$ cat src/rtl/alarm_pkg.sv
// Shared types and defaults for the alarm sequencer: FSM encoding, timer width,
// timing defaults and the hour/minute match helper.
package alarm_pkg;

    typedef enum logic [1:0] {
        ST_IDLE   = 2'd0,
        ST_RING   = 2'd1,
        ST_SNOOZE = 2'd2
    } alarm_state_e;

    localparam int TIMER_W = 9;
    typedef logic [TIMER_W-1:0] timer_t;

    localparam int RING_TIMEOUT_S_DEF = 60;
    localparam int SNOOZE_S_DEF       = 300;
    localparam int MAX_SNOOZE_DEF     = 3;

    function automatic logic time_match(input logic [5:0] t_hour, input logic [5:0] t_min,
                                        input logic [5:0] a_hour, input logic [5:0] a_min);
        return {t_hour, t_min} == {a_hour, a_min};
    endfunction

endpackage

$ cat src/rtl/alarm_sequencer_if.sv
// Signal bundle between the clock/UI logic (master) and the alarm sequencer (slave).
interface alarm_sequencer_if;

    logic       tick_1s;
    logic       beep_tick;
    logic [5:0] THour;
    logic [5:0] TMin;
    logic [5:0] sec;
    logic [5:0] AHour;
    logic [5:0] AMin;
    logic       Alarm_ON;
    logic       Time;
    logic       Snooze;
    logic       Stop;
    logic       Ring;
    logic       Buzz;
    logic       Snoozing;
    logic [1:0] SnzCnt;
    logic       Missed;

    modport master (
        output tick_1s, beep_tick, THour, TMin, sec, AHour, AMin,
               Alarm_ON, Time, Snooze, Stop,
        input  Ring, Buzz, Snoozing, SnzCnt, Missed
    );

    modport slave (
        input  tick_1s, beep_tick, THour, TMin, sec, AHour, AMin,
               Alarm_ON, Time, Snooze, Stop,
        output Ring, Buzz, Snoozing, SnzCnt, Missed
    );

endinterface

$ cat src/rtl/sec_countdown.sv
// Seconds down-counter: load wins over decrement, decrement stops at zero.
// zero_o/one_o let the owner detect the tick that finishes the count.
module sec_countdown
    import alarm_pkg::*;
(
    input  logic   clk_i,
    input  logic   rst_i,
    input  logic   load_i,
    input  timer_t load_val_i,
    input  logic   dec_i,
    output logic   zero_o,
    output logic   one_o
);

    timer_t count_q, count_d;

    always_comb begin
        count_d = count_q;
        if (load_i) begin
            count_d = load_val_i;
        end else if (dec_i && (count_q != '0)) begin
            count_d = count_q - timer_t'(1);
        end
    end

    always_ff @(posedge clk_i) begin
        if (rst_i) begin
            count_q <= '0;
        end else begin
            count_q <= count_d;
        end
    end

    assign zero_o = (count_q == '0);
    assign one_o  = (count_q == timer_t'(1));

endmodule

$ cat src/rtl/alarm_sequencer.sv
// Alarm ring/snooze sequencer: triggers on the first second of the alarm minute,
// rings with a beep-gated buzzer, and handles snooze, stop and ring timeout.
//
//   state     | meaning
//   ST_IDLE   | waiting for the alarm minute (sec == 0 tick)
//   ST_RING   | ringing, ring timer counting down, buzzer toggling
//   ST_SNOOZE | silenced, snooze timer counting down to re-ring
module alarm_sequencer
    import alarm_pkg::*;
#(
    parameter int RING_TIMEOUT_S = RING_TIMEOUT_S_DEF,
    parameter int SNOOZE_S       = SNOOZE_S_DEF,
    parameter int MAX_SNOOZE     = MAX_SNOOZE_DEF
) (
    input  logic               masCLK,
    input  logic               Reset,
    alarm_sequencer_if.slave   bus
);

    localparam timer_t     RING_LOAD = timer_t'(RING_TIMEOUT_S);
    localparam timer_t     SNZ_LOAD  = timer_t'(SNOOZE_S);
    localparam logic [1:0] SNZ_MAX   = 2'(MAX_SNOOZE);

    alarm_state_e state_q, state_d;
    logic [1:0]   snzcnt_q, snzcnt_d;
    logic         missed_q, missed_d;
    logic         ring_q, ring_d;
    logic         buzz_q, buzz_d;
    logic         snoozing_q, snoozing_d;

    logic ring_load, snz_load;
    logic ring_zero, ring_one, snz_zero, snz_one;
    logic trigger, ring_expire, snz_expire;

    sec_countdown u_ring_timer (
        .clk_i      (masCLK),
        .rst_i      (Reset),
        .load_i     (ring_load),
        .load_val_i (RING_LOAD),
        .dec_i      (bus.tick_1s && (state_q == ST_RING)),
        .zero_o     (ring_zero),
        .one_o      (ring_one)
    );

    sec_countdown u_snooze_timer (
        .clk_i      (masCLK),
        .rst_i      (Reset),
        .load_i     (snz_load),
        .load_val_i (SNZ_LOAD),
        .dec_i      (bus.tick_1s && (state_q == ST_SNOOZE)),
        .zero_o     (snz_zero),
        .one_o      (snz_one)
    );

    assign trigger = bus.tick_1s && bus.Alarm_ON && !bus.Time && (bus.sec == 6'd0) &&
                     time_match(bus.THour, bus.TMin, bus.AHour, bus.AMin);
    // A timer expires on the tick that would take it to zero (or if already zero).
    assign ring_expire = bus.tick_1s && (ring_zero || ring_one);
    assign snz_expire  = bus.tick_1s && (snz_zero || snz_one);

    always_ff @(posedge masCLK) begin
        if (Reset) begin
            state_q    <= ST_IDLE;
            snzcnt_q   <= '0;
            missed_q   <= 1'b0;
            ring_q     <= 1'b0;
            buzz_q     <= 1'b0;
            snoozing_q <= 1'b0;
        end else begin
            state_q    <= state_d;
            snzcnt_q   <= snzcnt_d;
            missed_q   <= missed_d;
            ring_q     <= ring_d;
            buzz_q     <= buzz_d;
            snoozing_q <= snoozing_d;
        end
    end

    always_comb begin
        state_d   = state_q;
        snzcnt_d  = snzcnt_q;
        missed_d  = missed_q;
        ring_load = 1'b0;
        snz_load  = 1'b0;
        if (bus.Stop) begin
            state_d  = ST_IDLE;
            missed_d = 1'b0;
            if (state_q != ST_IDLE) begin
                snzcnt_d = '0;
            end
        end else begin
            case (state_q)
                ST_IDLE: begin
                    if (trigger) begin
                        state_d   = ST_RING;
                        ring_load = 1'b1;
                        snzcnt_d  = '0;
                        missed_d  = 1'b0;
                    end
                end
                ST_RING: begin
                    if (!bus.Alarm_ON) begin
                        state_d  = ST_IDLE;
                        snzcnt_d = '0;
                    end else if (bus.Snooze && (snzcnt_q < SNZ_MAX)) begin
                        state_d  = ST_SNOOZE;
                        snz_load = 1'b1;
                        snzcnt_d = snzcnt_q + 2'd1;
                    end else if (ring_expire) begin
                        state_d  = ST_IDLE;
                        missed_d = 1'b1;
                    end
                end
                ST_SNOOZE: begin
                    if (!bus.Alarm_ON) begin
                        state_d  = ST_IDLE;
                        snzcnt_d = '0;
                    end else if (snz_expire) begin
                        state_d   = ST_RING;
                        ring_load = 1'b1;
                    end
                end
                default: begin
                    state_d = ST_IDLE;
                end
            endcase
        end
    end

    always_comb begin
        ring_d     = (state_d == ST_RING);
        snoozing_d = (state_d == ST_SNOOZE);
        buzz_d     = 1'b0;
        // Buzzer starts low on every entry to RING, then follows beep_tick.
        if ((state_d == ST_RING) && (state_q == ST_RING)) begin
            buzz_d = buzz_q ^ bus.beep_tick;
        end
    end

    assign bus.Ring     = ring_q;
    assign bus.Buzz     = buzz_q;
    assign bus.Snoozing = snoozing_q;
    assign bus.SnzCnt   = snzcnt_q;
    assign bus.Missed   = missed_q;

endmodule

$ cat src/flat_wrapper.sv
// flat-port wrapper written by rule: the top's interface ports become plain ports
module alarm_sequencer_flat import alarm_pkg::*;
#(
    parameter int RING_TIMEOUT_S = RING_TIMEOUT_S_DEF,
    parameter int SNOOZE_S       = SNOOZE_S_DEF,
    parameter int MAX_SNOOZE     = MAX_SNOOZE_DEF
)
  (masCLK, Reset, bus_tick_1s, bus_beep_tick, bus_THour, bus_TMin, bus_sec, bus_AHour, bus_AMin, bus_Alarm_ON, bus_Time, bus_Snooze, bus_Stop, bus_Ring, bus_Buzz, bus_Snoozing, bus_SnzCnt, bus_Missed);
  alarm_sequencer_if bus_i ();
  input  logic masCLK;
  input  logic Reset;
  input wire logic [$bits(bus_i.tick_1s)-1:0] bus_tick_1s;
  input wire logic [$bits(bus_i.beep_tick)-1:0] bus_beep_tick;
  input wire logic [$bits(bus_i.THour)-1:0] bus_THour;
  input wire logic [$bits(bus_i.TMin)-1:0] bus_TMin;
  input wire logic [$bits(bus_i.sec)-1:0] bus_sec;
  input wire logic [$bits(bus_i.AHour)-1:0] bus_AHour;
  input wire logic [$bits(bus_i.AMin)-1:0] bus_AMin;
  input wire logic [$bits(bus_i.Alarm_ON)-1:0] bus_Alarm_ON;
  input wire logic [$bits(bus_i.Time)-1:0] bus_Time;
  input wire logic [$bits(bus_i.Snooze)-1:0] bus_Snooze;
  input wire logic [$bits(bus_i.Stop)-1:0] bus_Stop;
  output wire logic [$bits(bus_i.Ring)-1:0] bus_Ring;
  output wire logic [$bits(bus_i.Buzz)-1:0] bus_Buzz;
  output wire logic [$bits(bus_i.Snoozing)-1:0] bus_Snoozing;
  output wire logic [$bits(bus_i.SnzCnt)-1:0] bus_SnzCnt;
  output wire logic [$bits(bus_i.Missed)-1:0] bus_Missed;
  assign bus_i.tick_1s = bus_tick_1s;
  assign bus_i.beep_tick = bus_beep_tick;
  assign bus_i.THour = bus_THour;
  assign bus_i.TMin = bus_TMin;
  assign bus_i.sec = bus_sec;
  assign bus_i.AHour = bus_AHour;
  assign bus_i.AMin = bus_AMin;
  assign bus_i.Alarm_ON = bus_Alarm_ON;
  assign bus_i.Time = bus_Time;
  assign bus_i.Snooze = bus_Snooze;
  assign bus_i.Stop = bus_Stop;
  assign bus_Ring = bus_i.Ring;
  assign bus_Buzz = bus_i.Buzz;
  assign bus_Snoozing = bus_i.Snoozing;
  assign bus_SnzCnt = bus_i.SnzCnt;
  assign bus_Missed = bus_i.Missed;
  alarm_sequencer #(.RING_TIMEOUT_S(RING_TIMEOUT_S), .SNOOZE_S(SNOOZE_S), .MAX_SNOOZE(MAX_SNOOZE)) u_core (.masCLK(masCLK), .Reset(Reset), .bus(bus_i));
endmodule
$ cat config.mk
export PLATFORM = sky130hd
export DESIGN_NAME = alarm_sequencer_flat
export DESIGN_NICKNAME = d
export VERILOG_FILES = /design/src/rtl/alarm_pkg.sv /design/src/rtl/alarm_sequencer_if.sv /design/src/rtl/sec_countdown.sv /design/src/rtl/alarm_sequencer.sv /design/src/flat_wrapper.sv
export SDC_FILE = /design/constraint.sdc
export NUM_CORES = 1
export LEC_CHECK = 0
export BUFFER_PORTS_ARGS = -buffer_cell sky130_fd_sc_hd__buf_2
export CORE_MARGIN = 2
export CORE_UTILIZATION = 30
export DETAILED_ROUTE_END_ITERATION = 7
export SETUP_SLACK_MARGIN = 0.05
export SYNTH_ARGS = -nofsm -noshare
export SYNTH_HDL_FRONTEND = slang
export SYNTH_SLANG_ARGS = --single-unit
$ cat constraint.sdc
create_clock -name masCLK -period 3.6 [get_ports masCLK]
set_clock_uncertainty 0.1 [all_clocks]
set_input_delay 0.72 -clock masCLK [delete_from_list [all_inputs] [get_ports masCLK]]
set_output_delay 0.72 -clock masCLK [all_outputs]
set_load 0.005 [all_outputs]
Word level (Yosys, flattened, before mapping)
Index checks and enable logic that the tools add are counted.

cells by class
  reductions and logical operators = 32
  bitwise logic cells = 2
  magnitude comparators = 1
  add/sub/neg operators = 3
  multiplexer cells = 33
  eq/ne operators = 15

operator list
  operator                                                               number
  2-bit 2-to-1 mux                                                       13
  9-bit by 1-bit equality test with 1-bit output, second input constant  2
  9-bit zero test                                                        2
  9-bit 2-to-1 mux                                                       2
  9-bit nonzero test                                                     2
  9-bit by 1-bit subtractor with 9-bit output, second input constant     2
  12-bit equality test                                                   1
  1-bit logical AND                                                      12
  1-bit 2-to-1 mux                                                       12
  6-bit 2-to-1 mux                                                       2
  2-bit one-hot mux with 3 select lines                                  2
  5-bit AND reduction                                                    2
  2-bit nonzero test                                                     4
  2-bit OR reduction                                                     4
  6-bit zero test                                                        1
  2-bit by 1-bit != test with 1-bit output, second input constant        3
  2-bit by 1-bit equality test with 1-bit output, second input constant  2
  2-bit equality test, second input constant                             2
  2-bit != test, second input constant                                   2
  4-bit != test, second input constant                                   1
  1-bit one-hot mux with 2 select lines                                  2
  4-bit nonzero test                                                     1
  3-bit by 2-bit != test with 1-bit output, second input constant        1
  3-bit != test, second input constant                                   1
  7 further kinds                                                        8

storage, ports and cells
  output and inout port bits = 6
  flip-flop bits (word level) = 26

Depth between registers and ports, before layout
  depth after elaboration = 12
  gate-level depth with buffers = 8

Hierarchy
From an unflattened synthesis, not the netlist that was laid out.

second synthesis, totals
  cell total of the unflattened synthesis = 242
  area, all modules = 1933.1 um^2

modules (own cells, without submodules)
  module           instances  area each (um^2)  cells an instance
  sec_countdown    2          669.4             84
  alarm_sequencer  1          594.3             74

Least setup slack after synthesis
OpenSTA, ideal clock, no wires.

  kind = input -> register
  from = input bus_sec[1]
  to = register u_core.missed_q, in the netlist u_core.bus.Missed
  arrival = 1947 ps
  data required time = 3397 ps
  cell stages on the path = 5
  path slack = 1450 ps
  path buffers = 0
  path through = and4bb_4 > nand4_4 > nor4_4 > mux2i_1 > a2111oi_2

on the way
  longest elaborated chain between the ends = 5

RTL lines
  element                                             RTL line               text
  start: declaration                                  flat_wrapper.sv:16     input wire logic [$bits(bus_i.sec)-1:0] bus_sec;
  6-bit zero test                                     alarm_sequencer.sv:55  assign trigger = bus.tick_1s && bus.Alarm_ON && !bus.Time && (bus.sec == 6'd0) &&
  1-bit logical AND (2 in series)                     alarm_sequencer.sv:55
  2-bit by 1-bit != test with 1-bit output (no line)  --
  5-bit AND reduction (no line)                       --
  end signal: assignment                              alarm_sequencer.sv:72  missed_q <= missed_d;
  end: declaration                                    alarm_sequencer.sv:26  logic missed_q, missed_d;

Every way passes these cells.
A chain may end at the register's enable or synchronous reset.

Worst setup path after layout
  from = register u_core.state_q[1]
  to = register u_core.u_ring_timer.count_q[5]

on the way
  longest elaborated chain between the ends = 4
  elaborated cells between the ends (all ways) = 9

RTL lines
  element                                                                            RTL line                                      text
  start: declaration                                                                 alarm_sequencer.sv:24                         alarm_state_e state_q, state_d;
  start signal: assignment                                                           alarm_sequencer.sv:70                         state_q <= state_d;
  2-bit equality test (tied with other cells)                                        alarm_sequencer.sv:92                         case (state_q)
  1-bit one-hot mux with 2 select lines / 1-bit logical AND (equally long branches)  alarm_sequencer.sv:92, alarm_sequencer.sv:40
  1-bit 2-to-1 mux / 1-bit logical AND (equally long branches)                       alarm_sequencer.sv:85, sec_countdown.sv:21
  6-bit 2-to-1 mux / 2-bit nonzero test (equally long branches)                      --
  end signal: assignment                                                             sec_countdown.sv:30                           count_q <= count_d;
  end: declaration                                                                   sec_countdown.sv:15                           timer_t count_q, count_d;

Parallel ways exist; a longest one is shown, timed or not.

==> flow_metrics.tcl <==
set metrics [dict create \
    status "finished clean" \
    ys_ff_latch 26 \
    initial_core_util_pct 31.3 \
    tightest_slew_ns 0.966 \
    holdWs_ns 0.429 \
    path_delay_family "compound AO/OA/AOI/OAI gates" \
    grt_max_degree 18 \
    grt_pass1_wl_microns 6670 \
    final_antenna_net_count 0 \
    htreeDepth 1 \
    drt_iter0_markers 62 \
    critPathCaptureType "register" \
    die_w_microns 80.0 \
    synth_cell_types 45 \
    cts_resized 0 \
    syn-cell-area_sq_mm 0.00173 \
    place_hpwl_microns 3180 \
    vias_per_cell 5.05 \
    clock_latency_ns 0.27 \
    io_buffers 43 \
    rows 27 \
    core_region_area_sq_mm 0.00554 \
    hold-path-endpoint "u_core.u_ring_timer.count_q[8]" \
    start_kind "register" \
    antenna_cells 0 \
    crit_type "register to register" \
    timing_hold_violations_final 0 \
    route.detailed.drc 0 \
    layout_min_cycle_time_ns 2.30 \
    p_leak_nw 0.867 \
    post-cts-setup-buffers 0 \
    max-cap-violations 0 \
    die_h_microns 80.0 \
    r2r_cells 7 \
    wl_per_cell_microns 12.8 \
    cp_cell_sequence "inv_1, ha_1, nand2_1, a31oi_1, nand3_1, xor2_1, o21ai_0" \
    timing.final.crit_share_pct 63.9 \
    max_freq_mhz 435 \
    top_layer_used "met4" \
    cp_slowest_cell "a31oi_1" \
    wl_met2_microns 1910 \
    p_per_area_mw_per_mm2 250 \
    path_buf_inv 1 \
    grt_use_total_pct 12.9 \
    critPathRequiredTime_ns 3.69 \
    cts.clk_slew.worst_paths_ns 0.08 \
    syn-num-nets 249 \
    timing.rr.end "u_core.u_ring_timer.count_q[5]" \
    setup_violations 0 \
    synth_area_per_cell_sq_um 8.67 \
    maxSlewHeadroom_pct 35.3 \
    cts.sinks 26 \
    final_util_pct 37.0 \
    arrival_ns 2.39 \
    root_buffer "clkbuf_8" \
    met1_length_microns 1860 \
    rsz0062_at_grt "no" \
    area_delta_synth_final_pct 18.3 \
    drive_above_1_share_pct 22.5 \
    min_from "u_core.u_ring_timer.count_q[8]" \
    r2r_slack_ns 1.30 \
    num-nets-final 291 \
    peakVddDrop_uv 155 \
    antenna_found_initial 0 \
    wl_met3_microns 163 \
    slew_viol_final 0 \
    cts_tree "built" \
    worstHoldPathType "register to register" \
    crit_cells 7 \
    clk_path_buf_depth 2 \
    r2r_start "u_core.state_q[1]" \
    cp_max_fo 12 \
    num_io_pins 44 \
    cts_made_buffers 3 \
    postCtsHoldBufs 0 \
    dieArea_sq_mm 0.00640 \
    syn_inst 200 \
    yosysWarnings 0 \
    grt_pass1_vias 1533 \
    place_congestion 0.823 \
    fin_setup_tns_ns 0 \
    first_pass_iters 4 \
    routed_wl_microns 3980 \
    num_vias 1575 \
    yosysSeqAreaShare_pct 30.0 \
    grt_overflow 0 \
    slowest_delay_ns 0.72 \
    hold_depth 2 \
]
[tightest hold or removal path, stage by stage, from the launching register on]
cell	delay, ns
dfxtp_1	0.35
xor2_1	0.08
nor2_1	0.07
[state kept, by name, summed over array words and instances, names as in the netlist]
| signal | count |
|---|---|
| u_core.u_ring_timer.count_q | 9 |
| u_core.u_snooze_timer.count_q | 9 |
| u_core.bus.SnzCnt | 2 |
| u_core.state_q | 2 |
| u_core.bus.Buzz | 1 |
| u_core.bus.Missed | 1 |
| u_core.bus.Ring | 1 |
| u_core.bus.Snoozing | 1 |
[placed cells by master (no fill, tap or decap), types with 2 or more instances in the layout]
| master | count |
|---|---|
| nand3b_1 | 3 |
| inv_1 | 9 |
| buf_2 | 43 |
| dfxtp_1 | 26 |
| nor2_1 | 22 |
| nand3_1 | 5 |
| nand2_1 | 10 |
| o21bai_1 | 2 |
| clkbuf_8 | 3 |
| nor2b_1 | 4 |
| xor2_1 | 12 |
| nand4b_1 | 2 |
| o21ai_0 | 5 |
| o211a_1 | 2 |
| a31oi_1 | 4 |
| nor3_1 | 8 |
| nor4_2 | 2 |
| or3_1 | 4 |
| nand4_1 | 9 |
| xnor2_1 | 15 |
| a21oi_1 | 7 |
| a211oi_1 | 3 |
| ha_1 | 11 |
| nor4_1 | 4 |
| nand2b_1 | 4 |
| and3b_1 | 2 |
[power by group]
part | switching [mW] | internal (mW)
clock network | 0.0883 | 0.0749
logic | 0.0308 | 0.0308
registers | 0.0000000647 | 0.287
total | 0.119 | 0.393
[logic make-up (layout without fill, tap and decap cells)]
logic type               Yosys count  count (layout)  synth area share, %
XOR/XNOR                          27              27                 13.6
adder cells (fa/ha/maj)           11              11                 7.94
AND/OR/NAND/NOR                   88              88                 31.1
AO/OA/AOI/OAI                     32              32                 13.1
multiplexers                       1               1                0.577
flip-flops                        26              26                 30.0
buffers and inverters             15              55                 3.68
[per-layer routing]
metal	vias to the layer above	track usage (%)
li1	799	-
met1	746	15.9
met2	26	22.7
met3	4	2.94
met4	0	2.71
met5	-	0
[worst max path at each step]
stage / startpoint / to / slack (ns)
after floorplan: bus_sec[1] / u_core.bus.Missed / 1.45
after global routing: u_core.state_q[1] / u_core.bus.SnzCnt[0] / 1.03
after detailed placement: bus_tick_1s / u_core.u_ring_timer.count_q[5] / 1.22
after global placement: bus_AMin[4] / u_core.bus.Missed / 1.26
after CTS: u_core.state_q[1] / u_core.u_ring_timer.count_q[5] / 1.26
final: u_core.state_q[1] / u_core.u_ring_timer.count_q[5] / 1.30
[cell type report]
class                   count  area (sq um)
flip-flops and latches     26           520
multi-input cells         159          1150
well taps                  72          90.1
clock buffers               3          41.3
repair buffers             43           215
fillers                   581          3490
inverters                   9          33.8
[synth_stat cells]
| library cell | n | area, sq um |
|---|---|---|
| a2111oi_2 | 1 | 15.0 |
| a211o_1 | 1 | 8.76 |
| a211oi_1 | 3 | 22.5 |
| a21o_1 | 1 | 7.51 |
| a21oi_1 | 7 | 35.0 |
| a221oi_1 | 1 | 8.76 |
| a31oi_1 | 4 | 25.0 |
| a41oi_1 | 1 | 8.76 |
| and3_1 | 1 | 6.26 |
| and3b_1 | 2 | 17.5 |
| and4_1 | 1 | 8.76 |
| and4bb_1 | 1 | 12.5 |
| and4bb_4 | 1 | 16.3 |
| buf_6 | 1 | 11.3 |
| clkbuf_1 | 5 | 18.8 |
| dfxtp_1 | 26 | 521 |
| ha_1 | 11 | 138 |
| inv_1 | 9 | 33.8 |
| mux2i_1 | 1 | 10.0 |
| nand2_1 | 10 | 37.5 |
| nand2b_1 | 4 | 25.0 |
| nand3_1 | 5 | 25.0 |
| nand3b_1 | 3 | 22.5 |
| nand4_1 | 9 | 56.3 |
| nand4_4 | 1 | 21.3 |
| nand4b_1 | 2 | 17.5 |
| nor2_1 | 22 | 82.6 |
| nor2b_1 | 4 | 25.0 |
| nor3_1 | 8 | 40.0 |
| nor3_2 | 1 | 10.0 |
| nor3b_1 | 1 | 7.51 |
| nor4_1 | 4 | 25.0 |
| nor4_2 | 2 | 25.0 |
| nor4_4 | 1 | 21.3 |
| o211a_1 | 2 | 20.0 |
| o21a_1 | 1 | 7.51 |
| o21ai_0 | 5 | 25.0 |
| o21bai_1 | 2 | 15.0 |
| o311a_1 | 1 | 10.0 |
| o311ai_1 | 1 | 8.76 |
| o31a_1 | 1 | 8.76 |
| or3_1 | 4 | 25.0 |
| or4_4 | 1 | 11.3 |
| xnor2_1 | 15 | 131 |
| xor2_1 | 12 | 105 |
[through the flow]
step | area (sq um) | power (mW) | setup WS, ns | cells
CTS | 2050 | 0.518 | 1.26 | 312
global route | 2050 | 0.530 | 1.03 | 312
global placement | 2010 | 0.355 | 1.26 | 309
finish | 2050 | 0.512 | 1.30 | 312
floorplan | 1730 | 0.326 | 1.45 | 200
detailed placement | 2010 | 0.356 | 1.22 | 309
(Power assumes the default switching activity.)
